File: src/rtl/addsub_cmd_issuer.sv
// addsub_cmd_issuer
//   Command front end for adder_sub. Buffers add/sub commands in a small
//   FIFO and issues them one at a time: operands, ctrl and a one-cycle
//   enable pulse go to adder_sub. Its registered data_out is captured two
//   cycles later and returned with the opcode on a valid/ready result port.
//
//   state | meaning
//   IDLE  | nothing outstanding, waiting for a queued command and issue_en
//   EXEC  | enable high this cycle, adder_sub registers at the closing edge
//   CAPT  | addsub_data_out holds the result, captured at the closing edge
//   RESP  | result held on res_* until res_ready
//
// Ports
//   clk, rst                         clock, async active-high reset
//   in_valid/in_ready/in_a/in_b/in_op command input (in_op 1 = add, 0 = sub)
//   issue_en                          gates popping of new commands
//   data_in_1/data_in_2/enable/ctrl   registered drive to adder_sub
//   addsub_data_out                   adder_sub data_out
//   res_valid/res_ready/res_data/res_op result output
//   fifo_count                        command FIFO occupancy
module addsub_cmd_issuer #(
  parameter int DATA_WIDTH = 4,
  parameter int FIFO_DEPTH = 4
) (
  input  logic                          clk,
  input  logic                          rst,
  input  logic                          in_valid,
  output logic                          in_ready,
  input  logic [DATA_WIDTH-1:0]         in_a,
  input  logic [DATA_WIDTH-1:0]         in_b,
  input  logic                          in_op,
  input  logic                          issue_en,
  output logic [DATA_WIDTH-1:0]         data_in_1,
  output logic [DATA_WIDTH-1:0]         data_in_2,
  output logic                          enable,
  output logic                          ctrl,
  input  logic [DATA_WIDTH:0]           addsub_data_out,
  output logic                          res_valid,
  input  logic                          res_ready,
  output logic [DATA_WIDTH:0]           res_data,
  output logic                          res_op,
  output logic [$clog2(FIFO_DEPTH):0]   fifo_count
);

  localparam int AW = $clog2(FIFO_DEPTH);
  localparam int CW = AW + 1;
  localparam int EW = 2 * DATA_WIDTH + 1;

  typedef enum logic [1:0] {IDLE, EXEC, CAPT, RESP} state_t;

  state_t          state_q, state_d;
  logic [EW-1:0]   mem [FIFO_DEPTH];
  logic [AW-1:0]   wr_ptr, rd_ptr;
  logic            full, empty, push, pop;
  logic [EW-1:0]   head;

  assign full     = (fifo_count == CW'(FIFO_DEPTH));
  assign empty    = (fifo_count == '0);
  assign in_ready = !full;
  assign push     = in_valid && in_ready;
  assign head     = mem[rd_ptr];

  // FIFO entry layout: {op, b, a}
  always_ff @(posedge clk) begin
    if (push) mem[wr_ptr] <= {in_op, in_b, in_a};
  end

  // Pointers wrap naturally since FIFO_DEPTH is a power of two.
  always_ff @(posedge clk or posedge rst) begin
    if (rst) begin
      wr_ptr     <= '0;
      rd_ptr     <= '0;
      fifo_count <= '0;
    end else begin
      if (push) wr_ptr <= wr_ptr + AW'(1);
      if (pop)  rd_ptr <= rd_ptr + AW'(1);
      if (push && !pop)      fifo_count <= fifo_count + CW'(1);
      else if (pop && !push) fifo_count <= fifo_count - CW'(1);
    end
  end

  always_ff @(posedge clk or posedge rst) begin
    if (rst) state_q <= IDLE;
    else     state_q <= state_d;
  end

  always_comb begin
    state_d = state_q;
    pop     = 1'b0;
    case (state_q)
      IDLE: begin
        if (!empty && issue_en) begin
          pop     = 1'b1;
          state_d = EXEC;
        end
      end
      EXEC: state_d = CAPT;
      CAPT: state_d = RESP;
      RESP: begin
        if (res_ready) begin
          if (!empty && issue_en) begin
            pop     = 1'b1;
            state_d = EXEC;
          end else begin
            state_d = IDLE;
          end
        end
      end
      default: state_d = IDLE;
    endcase
  end

  // enable follows pop by one edge, so it is high only during EXEC.
  // ctrl keeps the issued opcode, which is what res_op reports.
  always_ff @(posedge clk or posedge rst) begin
    if (rst) begin
      enable    <= 1'b0;
      ctrl      <= 1'b0;
      data_in_1 <= '0;
      data_in_2 <= '0;
      res_valid <= 1'b0;
      res_data  <= '0;
      res_op    <= 1'b0;
    end else begin
      enable <= pop;
      if (pop) {ctrl, data_in_2, data_in_1} <= head;
      if (state_q == CAPT) begin
        res_data  <= addsub_data_out;
        res_op    <= ctrl;
        res_valid <= 1'b1;
      end else if (state_q == RESP && res_ready) begin
        res_valid <= 1'b0;
      end
    end
  end

endmodule

File: config.mk
export PLATFORM = sky130hd
export DESIGN_NAME = addsub_cmd_issuer
export DESIGN_NICKNAME = d
export VERILOG_FILES = /design/src/rtl/addsub_cmd_issuer.sv
export SDC_FILE = /design/constraint.sdc
export NUM_CORES = 1
export LEC_CHECK = 0
export CAP_MARGIN = 20
export CORE_MARGIN = 2
export CORE_UTILIZATION = 50
export CTS_CLUSTER_SIZE = 30
export DETAILED_ROUTE_END_ITERATION = 6
export DONT_BUFFER_PORTS = 1
export GPL_TIMING_DRIVEN = 1
export PLACE_DENSITY_LB_ADDON = 0.15
export RECOVER_POWER = 25
export SLEW_MARGIN = 30
export SYNTH_ARGS = -nofsm -noshare
export SYNTH_HDL_FRONTEND = slang
export SYNTH_SLANG_ARGS = --single-unit
File: constraint.sdc
create_clock -name clk -period 3.8 [get_ports clk]
set_clock_uncertainty 0.1 [all_clocks]
set_input_delay 0.57 -clock clk [delete_from_list [all_inputs] [get_ports clk]]
set_output_delay 0.57 -clock clk [all_outputs]
set_load 0.01 [all_outputs]
==> results.sh <==
export IMPL_reg2reg_depth=12
export IMPL_syn_area_per_cell_um2=18.7
export IMPL_syn2layout_area_growth_pct=11.5
export IMPL_io_pins=40
export IMPL_postCtsHoldBufs=0
export IMPL_root_buffer="clkbuf_8"
export IMPL_routabilityCongestion=0.807
export IMPL_finalInstanceArea_um2=2890
export IMPL_antenna_found_initial=0
export IMPL_total_power_w=0.00250
export IMPL_hp_class="primary input to async pin"
export IMPL_synthArstFlopShare_pct=41.9
export IMPL_clockBufferDepth=2
export IMPL_slowest_stage="dfrtp_1"
export IMPL_grt_usage_pct=16.1
export IMPL_diodes=0
export IMPL_status="complete, no violations"
export IMPL_postCtsSetupRepairBufs=0
export IMPL_ys_ff_latch=62
export IMPL_io_buffers=0
export IMPL_num_rows=26
export IMPL_synth_edf_count=36
export IMPL_grt_max_degree=27
export IMPL_power_density_nw_per_um2=867
export IMPL_syn_nets=167
export IMPL_hold_viol=0
export IMPL_worst_slack_ns=1.15
export IMPL_netlist_cell_type_count=29
export IMPL_timing_final_crit_share_pct=69.7
export IMPL_postPlaceCellArea_um2=2650
export IMPL_cts_tree="yes"
export IMPL_grt_pass1_vias=1297
export IMPL_htree_levels=3
export IMPL_rrSetupSlack_ns=1.15
export IMPL_numCtsBuffers=9
export IMPL_maxCapViolCount=0
export IMPL_end_kind="flip-flop"
export IMPL_stdcell_count=221
export IMPL_drive_gt1_share_pct=28.5
export IMPL_dp_cells=205
export IMPL_cts_resized_gates=0
export IMPL_grt_first_pass_wirelength_mm=6.71
export IMPL_ys_seq_area_share_pct=66.9
export IMPL_crit_arrival_ns=2.80
export IMPL_clkTransAtPathRegs_ns=0.07
export IMPL_rsz0062_at_grt="no"
export IMPL_clkLatencyLatePin_ns=0.33
export IMPL_gr_total_overflow=0
export IMPL_nets=175
export IMPL_synth_xor_area_share_pct=2.03
export IMPL_post_place_ws_ns=1.19
export IMPL_vdd_drop_max_v=0.000377
export IMPL_synth_main_ff_cell="edfxtp_1"
export IMPL_synth_area_mux_share_pct=17.3
export IMPL_worst_slew_pin_slew_ns=0.609
export IMPL_synth_top_family_by_area="multiplexers"
export IMPL_crit_type="flip-flop to flip-flop"
export IMPL_r2r_start="state_q[0]"
export IMPL_worstPathCellList="inv_1 -> ha_1 -> a21oi_1 -> nor3_4 -> buf_4 -> inv_1 -> ha_1 -> inv_1 -> fa_1 -> xor2_1 -> nor2_1 -> xor2_1"
export IMPL_drc=0
export IMPL_die_height_um=75.9
export IMPL_slowest_delay_ns=0.40
export IMPL_startpoint_type="flip-flop"
export IMPL_synth_compound_area_share_pct=3.24
export IMPL_drt_iter0_markers=55
export IMPL_crit_top_cell="inv_1"
export IMPL_most_common_layout_cells="edfxtp_1, dfrtp_1, clkbuf_8, mux2_2, ha_1"
export IMPL_slew_violations=0
export IMPL_fmax_ghz=0.378
export IMPL_cp_required_ns=3.96
export IMPL_core_area_um2=5040
export IMPL_dieArea_um2=5770
export IMPL_synth_adder_area_share_pct=5.13
export IMPL_timing_final_crit_period_ns=2.65
export IMPL_syn_area_um2=2590
export IMPL_slew_headroom_pct=59.4
export IMPL_layout_commonest_cell="edfxtp_1"
export IMPL_routed_wl_mm=4.13
export IMPL_regToRegEndpoint="fifo_count[2]"
export IMPL_worstPathMaxFanout=12
export IMPL_vias=1212
export IMPL_avgRoutedWirePerCell_um=18.7
export IMPL_ant_nets=0
export IMPL_initial_core_util_pct=51.3
export IMPL_setup_viol=0
export IMPL_clkSinkCount=62
export IMPL_vias_per_cell=5.48
export IMPL_synth_cells=138
export IMPL_drt_pass1_iterations=4
export IMPL_synth_simple_gate_area_share_pct=3.24
export IMPL_yosysWarnings=0
export IMPL_die_x_um=75.9
export IMPL_fin_tns_setup_ns=0
export IMPL_leakagePower_nw=1.11
routing by layer:
metal  GRT usage, %  routed length (um)  vias to the layer above
met3           6.79                 238                       13
met1           18.7                1680                      626
li1               -                   -                      536
met2           24.3                2090                       37
met4           11.1                 124                        0
met5              0                   0                        -
worst max-delay path by stage:
stage / slack [ns] / to / depth (start not counted) / startpoint
2_1_floorplan: 1.41 / fifo_count[1] / 9 / state_q[0]
3_3_place_gp: 1.33 / fifo_count[2] / 12 / state_q[0]
3_5_place_dp: 1.19 / fifo_count[2] / 12 / state_q[0]
4_1_cts: 1.15 / fifo_count[2] / 12 / state_q[0]
5_1_grt: 0.94 / fifo_count[2] / 12 / state_q[0]
6_report: 1.15 / fifo_count[2] / 12 / state_q[0]
cells in the mapped netlist, types with 2 or more instances:
cell type | count | share of area, %
nor2_1 | 2 | 0.29
buf_6 | 2 | 0.87
edfxtp_1 | 36 | 42
xor2_1 | 4 | 1.4
a21oi_1 | 2 | 0.39
nand2_1 | 2 | 0.29
ha_1 | 9 | 4.4
dfrtp_1 | 26 | 25
mux4_1 | 4 | 4.1
inv_1 | 7 | 1.0
mux2_2 | 11 | 4.8
clkbuf_1 | 2 | 0.29
mux4_2 | 5 | 4.4
and2_1 | 4 | 0.97
xnor2_1 | 2 | 0.68
mux2_4 | 7 | 4.1
registers in the layout, summed over array words and instances, names as in the netlist:
signal	flops
state_q	2
mem	36
ctrl	1
enable	1
res_valid	1
data_in_1	4
wr_ptr	2
fifo_count	3
res_op	1
rd_ptr	2
data_in_2	4
res_data	5
through the flow:
step / hold slack [ns] / util (%)
2_1_floorplan: 0.418 / -
3_3_place_gp: 0.437 / 52.6
3_5_place_dp: 0.441 / 52.6
4_1_cts: 0.0812 / 57.2
5_1_grt: 0.108 / 57.2
6_report: 0.0732 / 57.2
worst max-delay path, delay by kind of cell (launching register included):
| kind | cells | cell delay (ns) |
|---|---|---|
| xor gates and xnor gates | 2 | 0.33 |
| AOI/OAI and AO/OA | 1 | 0.29 |
| and+or+nand+nor | 2 | 0.16 |
| buffers and inverters | 4 | 0.48 |
| DFF | 1 | 0.40 |
| adders and majority gates | 3 | 0.81 |
layout make-up:
type,instances,area [um2]
clock buffer,12,165
clock inverter,4,67.6
fill,387,2160
inverter,7,26.3
multi-input combinational,65,800
sequential,62,1730
tap,70,87.6
timing repair buffer,1,7.51
report_power, final:
group | leakage (nW) | total [W] | internal (W) | switching, W
Clock | 0.118 | 0.000660 | 0.000419 | 0.000241
Sequential | 0.638 | 0.00119 | 0.000946 | 0.000242
Combinational | 0.353 | 0.000654 | 0.000378 | 0.000275
cells by family (layout without fill, tap and decap cells):
| logic type | count (synthesis) | after routing |
|---|---|---|
| AND/OR/NAND/NOR | 13 | 13 |
| AO/OA/AOI/OAI | 9 | 9 |
| adder cells (fa/ha/maj) | 10 | 10 |
| XOR/XNOR | 6 | 6 |
| multiplexers | 27 | 27 |
| buffers and inverters | 11 | 24 |
| flip-flops | 62 | 62 |
(Power assumes the default switching activity.)
